--- config.mk ---
export PLATFORM = sky130hd
export DESIGN_NAME = systolic_input_skew
export DESIGN_NICKNAME = d
export VERILOG_FILES = /design/src/rtl/systolic_pkg.sv /design/src/rtl/skew_delay_line.sv /design/src/rtl/systolic_input_skew.sv
export SDC_FILE = /design/constraint.sdc
export NUM_CORES = 1
export LEC_CHECK = 0
export CORE_MARGIN = 3
export CORE_UTILIZATION = 49
export DETAILED_ROUTE_END_ITERATION = 6
export GPL_ROUTABILITY_DRIVEN = 0
export PLACE_DENSITY_LB_ADDON = 0.3
export SLEW_MARGIN = 20
export SYNTH_ARGS = -nofsm -noshare
export SYNTH_HDL_FRONTEND = slang
export SYNTH_HIERARCHICAL = 1
export SYNTH_SLANG_ARGS = --single-unit
export TNS_END_PERCENT = 10
--- constraint.sdc ---
create_clock -name clk -period 2.34 [get_ports clk]
set_input_delay 0.351 -clock clk [delete_from_list [all_inputs] [get_ports clk]]
set_output_delay 0.351 -clock clk [all_outputs]
set_load 0.005 [all_outputs]
--- src/rtl/systolic_pkg.sv ---
// Shared types and helpers for the systolic-array feeder blocks.
package systolic_pkg;

  typedef enum logic [1:0] {
    IDLE   = 2'd0,
    STREAM = 2'd1,
    DRAIN  = 2'd2
  } skew_state_e;

  // Drain counter must hold N-1 down to 0.
  function automatic int drain_width(input int n);
    return (n < 1) ? 1 : $clog2(n + 1);
  endfunction

endpackage

--- src/rtl/skew_delay_line.sv ---
// Fixed-depth register chain carrying one lane's element and its valid bit.
module skew_delay_line #(
  parameter int DEPTH      = 1,
  parameter int DATA_WIDTH = 32
) (
  input  logic                  clk,
  input  logic                  rst,
  input  logic [DATA_WIDTH-1:0] d_in,
  input  logic                  v_in,
  output logic [DATA_WIDTH-1:0] d_out,
  output logic                  v_out
);

  logic [DEPTH:1][DATA_WIDTH-1:0] dat_pipe;
  logic [DEPTH:1]                 vld_pipe;

  // Data is zeroed whenever its stage is invalid so bubbles reach the mesh as 0.
  always_ff @(posedge clk) begin
    if (!rst) begin
      dat_pipe <= '0;
      vld_pipe <= '0;
    end else begin
      vld_pipe[1] <= v_in;
      dat_pipe[1] <= v_in ? d_in : '0;
      for (int i = 2; i <= DEPTH; i++) begin
        vld_pipe[i] <= vld_pipe[i-1];
        dat_pipe[i] <= vld_pipe[i-1] ? dat_pipe[i-1] : '0;
      end
    end
  end

  assign d_out = dat_pipe[DEPTH];
  assign v_out = vld_pipe[DEPTH];

endmodule

--- src/rtl/systolic_input_skew.sv ---
// Mesh feeder: accepts row vectors, skews lane r by r cycles, counts the pass
// and pulses done as the last element enters lane N-1.
module systolic_input_skew
  import systolic_pkg::*;
#(
  parameter int N          = 4,
  parameter int DATA_WIDTH = 32,
  parameter int CNT_WIDTH  = 16
) (
  input  logic                         clk,
  input  logic                         rst,
  input  logic [CNT_WIDTH-1:0]         cfg_len,
  input  logic                         cfg_valid,
  input  logic [N-1:0][DATA_WIDTH-1:0] in_data,
  input  logic                         in_valid,
  output logic                         in_ready,
  output logic [N-1:0][DATA_WIDTH-1:0] sys_data_in,
  output logic [N-1:0]                 sys_start,
  output logic                         busy,
  output logic                         done
);

  localparam int DRW = drain_width(N);

  skew_state_e          state_q;
  logic [CNT_WIDTH-1:0] rem_q;
  logic [DRW-1:0]       drain_q;
  logic                 last_q;   // N==1 completion, done one cycle after last accept
  logic                 zero_q;   // zero-length pass completion
  logic                 accept;
  logic                 drain_done;
  logic                 cfg_ok;

  assign in_ready   = (state_q == STREAM);
  assign accept     = in_valid && in_ready;
  assign drain_done = (state_q == DRAIN) && (drain_q == '0);
  assign done       = drain_done || last_q || zero_q;
  assign busy       = (state_q != IDLE) || last_q;
  assign cfg_ok     = cfg_valid && (state_q == IDLE) && !done;

  always_ff @(posedge clk) begin
    if (!rst) begin
      state_q <= IDLE;
      rem_q   <= '0;
      drain_q <= '0;
      last_q  <= 1'b0;
      zero_q  <= 1'b0;
    end else begin
      last_q <= 1'b0;
      zero_q <= 1'b0;
      case (state_q)
        IDLE: begin
          if (cfg_ok) begin
            if (cfg_len != '0) begin
              rem_q   <= cfg_len;
              state_q <= STREAM;
            end else begin
              zero_q <= 1'b1;
            end
          end
        end
        STREAM: begin
          if (accept && rem_q != '0) begin
            rem_q <= rem_q - CNT_WIDTH'(1);
            if (rem_q == CNT_WIDTH'(1)) begin
              if (N == 1) begin
                state_q <= IDLE;
                last_q  <= 1'b1;
              end else begin
                state_q <= DRAIN;
                drain_q <= DRW'(N - 1);
              end
            end
          end
        end
        DRAIN: begin
          if (drain_q == '0) state_q <= IDLE;
          else               drain_q <= drain_q - DRW'(1);
        end
        default: state_q <= IDLE;
      endcase
    end
  end

  // Lane r gets r+1 flops so a vector accepted at t appears on lane r at t+1+r.
  for (genvar r = 0; r < N; r++) begin : g_lane
    skew_delay_line #(
      .DEPTH      (r + 1),
      .DATA_WIDTH (DATA_WIDTH)
    ) u_dl (
      .clk   (clk),
      .rst   (rst),
      .d_in  (in_data[r]),
      .v_in  (accept),
      .d_out (sys_data_in[r]),
      .v_out (sys_start[r])
    );
  end

endmodule

==> results of run 1 <==
## registers in the layout, summed over array words and instances, names as in the netlist
signal	flops
rem_q	16
zero_q	1
g_lane.u_dl/dat_pipe	192
g_lane.u_dl/v_out	1
g_lane.u_dl/d_out	128
g_lane.u_dl/vld_pipe	9
state_q	2
drain_q	3
## kinds of logic after synthesis
| group | count (synthesis) |
|---|---|
| fa+ha+maj | 4 |
| simple gates | 408 |
| xor+xnor | 1 |
| flops | 352 |
| compound gates | 58 |
| buf+inv | 180 |
## worst max-delay path by stage
stage,cells past startpoint,slack (ns),to
final,3,0.16,in_ready
after detailed placement,6,0.08,rem_q[9]
after global routing,5,0.07,rem_q[9]
after global placement,6,0.15,rem_q[9]
after floorplan,9,0.40,rem_q[13]
after CTS,3,0.08,in_ready
## cells in the mapped netlist, drive strengths merged
master | instances | share of area (%)
and2 | 11 | 0.61
a21oi | 19 | 0.88
o21ai | 12 | 0.53
a221oi | 3 | 0.23
nor4 | 11 | 0.67
xnor2 | 1 | 0.078
o32ai | 3 | 0.30
ha | 4 | 0.45
a211oi | 5 | 0.33
or4 | 1 | 0.067
nor3b | 2 | 0.23
o21a | 2 | 0.13
o211a | 2 | 0.18
a22o | 1 | 0.089
nor4b | 1 | 0.078
and3 | 320 | 18
a22oi | 1 | 0.11
nand3 | 4 | 0.18
nand2b | 2 | 0.11
o221a | 1 | 0.10
nand2 | 26 | 0.87
buf | 133 | 9.1
nor2 | 14 | 0.47
nand3b | 1 | 0.067
or2 | 1 | 0.056
dfxtp | 352 | 63
nor3 | 6 | 0.31
nand4 | 5 | 0.28
a31o | 1 | 0.078
clkbuf | 37 | 1.5
inv | 10 | 0.33
nand4b | 2 | 0.16
o22ai | 3 | 0.17
a31oi | 2 | 0.11
o31ai | 1 | 0.067
a32o | 1 | 0.089
or3 | 1 | 0.056
o31a | 1 | 0.078
## layer usage
metal  wire length (µm)  vias up  global-route usage [%]
met1               9417     3331                   22.69
met5                 52        -                       0
met3               1751       63                   5.032
met2              10920      265                   28.86
li1                   -     3660                       -
met4                777        8                   7.314
## cell type report
class | instances | area share [%]
repair buffers | 293 | 20.22
flip-flops and latches | 352 | 48.63
multi-input cells | 471 | 20.55
clock buffers | 54 | 7.373
clock inverters | 8 | 0.5526
inverters | 10 | 0.2590
well taps | 280 | 2.418
## metrics by stage
step	worst slack (ns)	hold slack (ns)	std cells	instance area (µm²)
final	0.1638	0.2545	1468	14490
after global routing	0.06573	0.2618	1468	14490
after CTS	0.08021	0.2297	1468	14490
after detailed placement	0.08095	0.4429	1406	13340
after global placement	0.1491	0.4377	1406	13340
after floorplan	0.4001	0.4367	1003	11250
## critical path, cell delays in order, from the launching register on
cell,delay [ns]
dfxtp_1,0.42
nand2b_1,0.23
inv_2,0.15
clkdlybuf4s50_1,0.52
## report_power, final
group | internal (µW) | switching [µW] | total [µW]
logic | 396 | 330 | 727
clock network | 3260 | 2150 | 5420
registers | 6080 | 78.4 | 6160
==> metrics.md, run 1 <==
| Metric | Value |
|---|---|
| Register Area | `7047 µm²` |
| 1st-iter DRT viols | `361` |
| HPWL Detailed | `15.00 mm` |
| Synthesis Warnings | `6` |
| RSZ-0062 raised after global routing | `no` |
| Post-Route WL | `22.92 mm` |
| Vias | `7327` |
| Via/cell ratio | `4.991` |
| Final Util | `65.39%` |
| CTS resizes | `2` |
| Multi-input logic area | `2978 µm²` |
| Area delta synth->final | `28.85%` |
| Setup TNS | `0 ns` |
| Compound-Gate Fraction of Synth Area | `3.482%` |
| Status | `completed` |
| Most frequent cells in the layout | `352 x dfxtp_1, 282 x and3_1, 280 x clkdlybuf4s50_1` |
| Required time worst endpoint | `1.99 ns` |
| Drt wl/cell | `15.61 µm` |
| Post-Syn Area per Cell | `11.21 µm²` |
| Syn_nets | `1155` |
| Core ar. | `22160 µm²` |
| Tcrit/Tclk final | `93.00%` |
| Clk_skew | `0.01460 ns` |
| Post-synthesis mux area share | `0%` |
| Antenna violations before repair | `4` |
| DIE HEIGHT | `157.5 µm` |
| H-tree levels | `2` |
| Die X | `157.5 µm` |
| Hold_sp | `rst` |
| Least-Margin Pin Slew | `0.9746 ns` |
| CTS clock-pin slew for the worst setup and hold paths | `0.06 ns` |
| Post-synthesis simple-gate area fraction | `22.43%` |
| Antenna violation net count after detailed routing | `0` |
| FILL cells | `1708` |
| Hold Buf Count CTS | `0` |
| Max frequency | `0.4595 GHz` |
| Distinct cells, synth | `51` |
| Cell count of the worst hold path | `2` |
| Root Buffer | `clkbuf_16` |
| Hold endpoint | `g_lane[2].u_dl/d_out[21]` |
| Netlist Area Pre-Place | `11250 µm²` |
| Syn Inst Count | `1003` |
| Postcts setup bufs | `0` |
| Synth Register Bits | `352` |
| Largest net degree at the start of global routing | `167` |
| Total power | `12300 µW` |
| CTS tree | `done` |
| TritonCTS Buffers | `36` |
| Rel. slew slack | `34.94%` |
| Crit start category | `flop` |
| First-pass iteration count of the detailed router | `6` |
| DRC Markers | `0` |
| Global-route usage over all layers | `17.87%` |
| Effective utilization at floorplan | `50.75%` |
| Rows | `54` |
| WP data arrival | `1.83 ns` |
| Worst r2r dst | `rem_q[9]` |
| Max Transition Viols Final | `0` |
| CP endpoint kind | `output port` |
| Total Nets Final | `1316` |
| Static Leak | `0.006745 µW` |
| Reg-to-reg startpoint | `rem_q[10]` |
| # diodes | `0` |
| Min Tclk post-route | `2.176 ns` |
| Worst skew pair latency | `0.50 ns` |
| Vias in the first global route | `6831` |
| Largest family of logic cells by synthesized area | `simple AND/OR/NAND/NOR gates` |
| Crit path from | `state_q[1]` |
| PortBufs | `282` |
| Sequential-to-total area share from yosys stat | `62.65%` |
| Num ports | `283` |
| XOR/XNOR Fraction of Synth Area | `0.07787%` |
| First-pass GRT wire length | `35.65 mm` |
| Hold violation count in the final report | `0` |
| Max VDD drop | `0.8233 mV` |
| # setup viols final | `0` |
| Kind of critical path | `reg2out` |
| Max cap viols | `0` |
| Most common cell after layout, fill and taps aside | `dfxtp_1` |
| Reg2Reg Setup Slack | `0.20 ns` |
| Worst r2r path cells | `5` |
| CTS sink cnt | `352` |
| Layout cells sized above 1 | `9.848%` |
| Power per cell area | `848.7 nW/µm²` |
| Synth Area in Adders | `0.4450%` |
| Overflow after GRT | `0` |
| CP max FO | `9` |
| CTS max path bufs | `3` |
| Worst min path class | `in2reg` |
| Die area | `24810 µm²` |
No activity file was read; power rests on OpenSTA's default activity.
==> inputs of run 2 (changes only) <==
--- a/config.mk
+++ b/config.mk
@@ -7,6 +7,7 @@
 export LEC_CHECK = 0
 export CORE_MARGIN = 3
 export CORE_UTILIZATION = 49
+export CTS_CLUSTER_DIAMETER = 50
 export DETAILED_ROUTE_END_ITERATION = 6
 export GPL_ROUTABILITY_DRIVEN = 0
 export PLACE_DENSITY_LB_ADDON = 0.3
==> metrics.md, run 2 (synthesis gave the netlist of run 1 again) <==
| Metric | Value |
|---|---|
| Status | `completed (unchanged)` |
| Root Buffer | `clkbuf_16 (unchanged)` |
| Most common cell after layout, fill and taps aside | `dfxtp_1 (unchanged)` |
| Global-route usage over all layers | `17.95% (was 17.87%)` |
| Antenna violations before repair | `4 (unchanged)` |
| Effective utilization at floorplan | `50.75% (unchanged)` |
| Crit path from | `state_q[1] (unchanged)` |
| Critical-path cell list | `nand2b_1 -> inv_1 -> clkdlybuf4s50_1 (was nand2b_1 -> inv_2 -> clkdlybuf4s50_1)` |
| Max Transition Viols Final | `0 (unchanged)` |
| Least-Margin Pin Slew | `1.039 ns (was 0.9746 ns)` |
| Rel. slew slack | `30.66% (was 34.94%)` |
| Required time worst endpoint | `1.99 ns (about the same)` |
| CTS max path bufs | `3 (unchanged)` |
| 1st-iter DRT viols | `320 (was 361)` |
| Setup TNS | `0 ns (unchanged)` |
| Max cap viols | `0 (unchanged)` |
| Hold Buf Count CTS | `0 (unchanged)` |
| CTS tree | `done (unchanged)` |
| Layout cells sized above 1 | `9.764% (was 9.848%)` |
| H-tree levels | `2 (unchanged)` |
| Worst r2r path cells | `5 (unchanged)` |
| Postcts setup bufs | `0 (unchanged)` |
| HPWL Detailed | `15.00 mm (unchanged)` |
| Max frequency | `0.4426 GHz (was 0.4595 GHz)` |
| Hold_ws | `0.2566 ns (was 0.2545 ns)` |
| CP Depth | `3 (unchanged)` |
| Num ports | `283 (unchanged)` |
| Post-Route WL | `23.05 mm (was 22.92 mm)` |
| # setup viols final | `0 (unchanged)` |
| Crit path max-delay family | `buffers and inverters (unchanged)` |
| Place WS | `0.08095 ns (unchanged)` |
| Power per cell area | `853.1 nW/µm² (was 848.7 nW/µm²)` |
| Core ar. | `22160 µm² (unchanged)` |
| DIE HEIGHT | `157.5 µm (unchanged)` |
| Max FFs per register | `192 (unchanged)` |
| Overflow after GRT | `0 (unchanged)` |
| Critical Path Max Stage Delay | `0.56 ns (was 0.52 ns)` |
| Kind of critical path | `reg2out (unchanged)` |
| DRC Markers | `0 (unchanged)` |
| Die area | `24810 µm² (unchanged)` |
| Fin worst setup slack | `0.08086 ns (was 0.1638 ns)` |
| Vias in the first global route | `6847 (was 6831)` |
| Final Util | `65.49% (was 65.39%)` |
| Total power | `12380 µW (was 12300 µW)` |
| CTS clock-pin slew for the worst setup and hold paths | `0.06 ns (about the same)` |
| Biggest register | `g_lane.u_dl/dat_pipe (unchanged)` |
| CP max FO | `9 (unchanged)` |
| First-pass iteration count of the detailed router | `5 (was 6)` |
| Crit start category | `flop (unchanged)` |
| Min Tclk post-route | `2.259 ns (was 2.176 ns)` |
| Clk_skew | `0.01876 ns (was 0.01460 ns)` |
| TritonCTS Buffers | `37 (was 36)` |
| Reg2Reg Setup Slack | `0.21 ns (was 0.20 ns)` |
| Largest net degree at the start of global routing | `167 (unchanged)` |
| Die X | `157.5 µm (unchanged)` |
| Most frequent cells in the layout | `352 x dfxtp_1, 282 x and3_1, 280 x clkdlybuf4s50_1 (unchanged)` |
| Tcrit/Tclk final | `96.54% (was 93.00%)` |
| Hold violation count in the final report | `0 (unchanged)` |
| PortBufs | `282 (unchanged)` |
| Total Nets Final | `1317 (was 1316)` |
| Area delta synth->final | `29.04% (was 28.85%)` |
| Antenna violation net count after detailed routing | `0 (unchanged)` |
| Rows | `54 (unchanged)` |
| Worst r2r dst | `rem_q[9] (unchanged)` |
| CTS sink cnt | `352 (unchanged)` |
| First-pass GRT wire length | `35.80 mm (was 35.65 mm)` |
| Worst min path class | `in2reg (unchanged)` |
| Critical Path End | `in_ready (unchanged)` |
| CP bufs+invs | `2 (unchanged)` |
| Static Leak | `0.006755 µW (was 0.006745 µW)` |
| WP data arrival | `1.91 ns (was 1.83 ns)` |
| CP endpoint kind | `output port (unchanged)` |
| Reg-to-reg startpoint | `rem_q[10] (unchanged)` |
| Worst skew pair latency | `0.50 ns (about the same)` |
| Vias | `7327 (unchanged)` |
| # diodes | `0 (unchanged)` |
| Slowest CP cell | `clkdlybuf4s50_1 (unchanged)` |
| Via/cell ratio | `4.991 (unchanged)` |
| RSZ-0062 raised after global routing | `no (unchanged)` |
| Max VDD drop | `0.5043 mV (was 0.8233 mV)` |
| Drt wl/cell | `15.70 µm (was 15.61 µm)` |
run 2: cell types whose count changed in the layout (fill, tap and decap cells not counted), sizes merged:
cell and change:
clkbuf -1, inv +1
run 2: report_power, final:
group          total (µW)  internal [µW]  switching (µW)
logic                 727            396             331
clock network        5500           3310            2180
registers            6160           6080            78.4
run 2: metrics by stage:
stage                     cells  instance area, µm²
after global placement     1406               13340
after detailed placement   1406               13340
final                      1468               14510
after floorplan            1003               11250
after global routing       1468               14510
after CTS                  1468               14510
run 2: area by class of cell:
class	count	area (µm²)
sequential	352	7047
inverter	10	37.54
tap	280	350.3
clock buffer	53	1077
multi-input combinational	471	2978
timing repair buffer	293	2930
clock inverter	9	92.59
fill	1692	7649
run 2: per-layer routing:
| layer | GRT usage (%) | vias up | part of all wire (%) |
|---|---|---|---|
| met5 | 0 | - | 0.25 |
| met4 | 6.612 | 8 | 3.1 |
| met3 | 5.224 | 57 | 7.4 |
| met2 | 29.31 | 269 | 47 |
| met1 | 22.70 | 3336 | 42 |
| li1 | - | 3657 | - |
run 2: how the worst min path moves through the flow:
stage / from / end / cells past startpoint
after detailed placement: g_lane[1].u_dl/dat_pipe[7] / g_lane[1].u_dl/d_out[7] / 1
after floorplan: g_lane[1].u_dl/dat_pipe[0] / g_lane[1].u_dl/d_out[0] / 1
after CTS: rst / g_lane[2].u_dl/vld_pipe[3] / 2
final: rst / g_lane[2].u_dl/d_out[21] / 2
after global placement: g_lane[1].u_dl/dat_pipe[27] / g_lane[1].u_dl/d_out[27] / 1
after global routing: rst / g_lane[2].u_dl/dat_pipe[47] / 2
run 2: repair_timing:
item / in CTS / in global routing
hold endpoints to repair: 0 / 0
endpoints found under the setup margin: 1 / 0
gates resized for setup: 2 / 0
==> inputs of run 3 (changes only) <==
--- a/config.mk
+++ b/config.mk
@@ -8,6 +8,7 @@
 export CORE_MARGIN = 3
 export CORE_UTILIZATION = 49
 export CTS_CLUSTER_DIAMETER = 50
+export CTS_CLUSTER_SIZE = 8
 export DETAILED_ROUTE_END_ITERATION = 6
 export GPL_ROUTABILITY_DRIVEN = 0
 export PLACE_DENSITY_LB_ADDON = 0.3
==> metrics.md, run 3 (synthesis gave the netlist of run 1 again) <==
| Metric | Value |
|---|---|
| Max VDD drop | `0.6239 mV (was 0.5043 mV)` |
| Effective utilization at floorplan | `50.75% (unchanged)` |
| Die X | `157.5 µm (unchanged)` |
| Root Buffer | `clkbuf_16 (unchanged)` |
| Most common cell after layout, fill and taps aside | `dfxtp_1 (unchanged)` |
| CTS clock-pin slew for the worst setup and hold paths | `0.05 ns (was 0.06 ns)` |
| Global-route usage over all layers | `18.17% (was 17.95%)` |
| Static Leak | `0.006865 µW (was 0.006755 µW)` |
| Largest net degree at the start of global routing | `167 (unchanged)` |
| Core ar. | `22160 µm² (unchanged)` |
| # diodes | `0 (unchanged)` |
| RSZ-0062 raised after global routing | `no (unchanged)` |
| Num ports | `283 (unchanged)` |
| Met2 GRT Util | `30.52% (was 29.31%)` |
| FILL cells | `1661 (was 1692)` |
| Worst min path class | `in2reg (unchanged)` |
| Rel. slew slack | `33.91% (was 30.66%)` |
| Clk_skew | `0.009122 ns (was 0.01876 ns)` |
| Overflow after GRT | `0 (unchanged)` |
| WP data arrival | `1.86 ns (was 1.91 ns)` |
| 1st-iter DRT viols | `437 (was 320)` |
| Placed insts | `1406 (unchanged)` |
| TritonCTS Buffers | `51 (was 37)` |
| Final Util | `66.59% (was 65.49%)` |
| Least-Margin Pin Slew | `0.9901 ns (was 1.039 ns)` |
| Via/cell ratio | `5.045 (was 4.991)` |
| First-pass GRT wire length | `36.26 mm (was 35.80 mm)` |
| Biggest register | `g_lane.u_dl/dat_pipe (unchanged)` |
| Total Nets Final | `1331 (was 1317)` |
| DIE HEIGHT | `157.5 µm (unchanged)` |
| Fin cells | `1466 (was 1468)` |
| Die area | `24810 µm² (unchanged)` |
| Kind of critical path | `reg2out (unchanged)` |
| HPWL Detailed | `15.00 mm (unchanged)` |
| Rows | `54 (unchanged)` |
| Area delta synth->final | `31.22% (was 29.04%)` |
| H-tree levels | `2 (unchanged)` |
| Min Tclk post-route | `2.210 ns (was 2.259 ns)` |
| CP max FO | `9 (unchanged)` |
| CP endpoint kind | `output port (unchanged)` |
| GR Util met3 | `5.609% (was 5.224%)` |
| Drt wl/cell | `15.97 µm (was 15.70 µm)` |
| Max frequency | `0.4524 GHz (was 0.4426 GHz)` |
| Place WS | `0.08095 ns (unchanged)` |
| Antenna violations before repair | `4 (unchanged)` |
| Worst skew pair latency | `0.53 ns (was 0.50 ns)` |
| Required time worst endpoint | `1.99 ns (about the same)` |
| Power per cell area | `900.3 nW/µm² (was 853.1 nW/µm²)` |
| Tcrit/Tclk final | `94.46% (was 96.54%)` |
| Top Usage Layer GRT | `met2 (unchanged)` |
| PortBufs | `282 (unchanged)` |
| DRC Markers | `0 (unchanged)` |
| CTS sink cnt | `352 (unchanged)` |
| Max FFs per register | `192 (unchanged)` |
| CTS max path bufs | `3 (unchanged)` |
| Hold_ws | `0.2213 ns (was 0.2566 ns)` |
| Fin worst setup slack | `0.1297 ns (was 0.08086 ns)` |
| Setup TNS | `0 ns (unchanged)` |
| GR Util met1 | `22.14% (was 22.70%)` |
| First-pass iteration count of the detailed router | `5 (unchanged)` |
| Crit start category | `flop (unchanged)` |
| Vias in the first global route | `7024 (was 6847)` |
| # setup viols final | `0 (unchanged)` |
| Status | `completed (unchanged)` |
| CTS tree | `done (unchanged)` |
| Vias | `7396 (was 7327)` |
| Max Transition Viols Final | `0 (unchanged)` |
| Max cap viols | `0 (unchanged)` |
| Post-Route WL | `23.42 mm (was 23.05 mm)` |
| Most frequent cells in the layout | `352 x dfxtp_1, 282 x and3_1, 280 x clkdlybuf4s50_1 (unchanged)` |
| Hold violation count in the final report | `0 (unchanged)` |
| Layout cells sized above 1 | `10.20% (was 9.764%)` |
| Antenna violation net count after detailed routing | `0 (unchanged)` |
run 3: final cells by class:
cell class	count	area, µm²	area share, %
clock buffer	55	1323	8.961
clock inverter	5	92.59	0.6274
inverter	10	37.54	0.2543
multi-input combinational	471	2978	20.18
sequential	352	7047	47.75
tap	280	350.3	2.374
timing repair buffer	293	2930	19.86
run 3: timing repair:
action	CTS	global route
endpoints found under the hold margin	0	0
endpoints found under the setup margin	1	1
setup buffers	0	0
gates resized for setup	2	1
hold buffers	0	0
run 3: critical path, cell delays in order, from the launching register on:
cell	delay [ns]
dfxtp_1	0.42
nand2b_1	0.22
inv_2	0.16
clkdlybuf4s50_1	0.53
run 3: metal layers:
metal	up-vias	wire [µm]
met5	-	54
met4	8	517
met3	48	1849
met2	293	11500
met1	3375	9496
li1	3672	-
run 3: worst paths after layout:
path	end	depth (start not counted)	start	slack, ns
max	in_ready	3	state_q[1]	0.13
max reg2reg	rem_q[9]	5	rem_q[10]	0.19
min reg2reg	g_lane[1].u_dl/d_out[17]	1	g_lane[1].u_dl/dat_pipe[17]	0.45
min	g_lane[2].u_dl/vld_pipe[3]	2	rst	0.22
run 3: where the power goes:
part           switching [µW]  internal (µW)
Sequential               80.1           6100
Combinational             334            397
Clock                    2330           4050
Total                    2740          10500
run 3: metrics by stage:
step           total power (µW)  cell area [µm²]
2_1_floorplan              6634            11250
3_3_place_gp               6988            13340
3_5_place_dp               7003            13340
4_1_cts                   13430            14760
5_1_grt                   13770            14760
6_report                  13290            14760
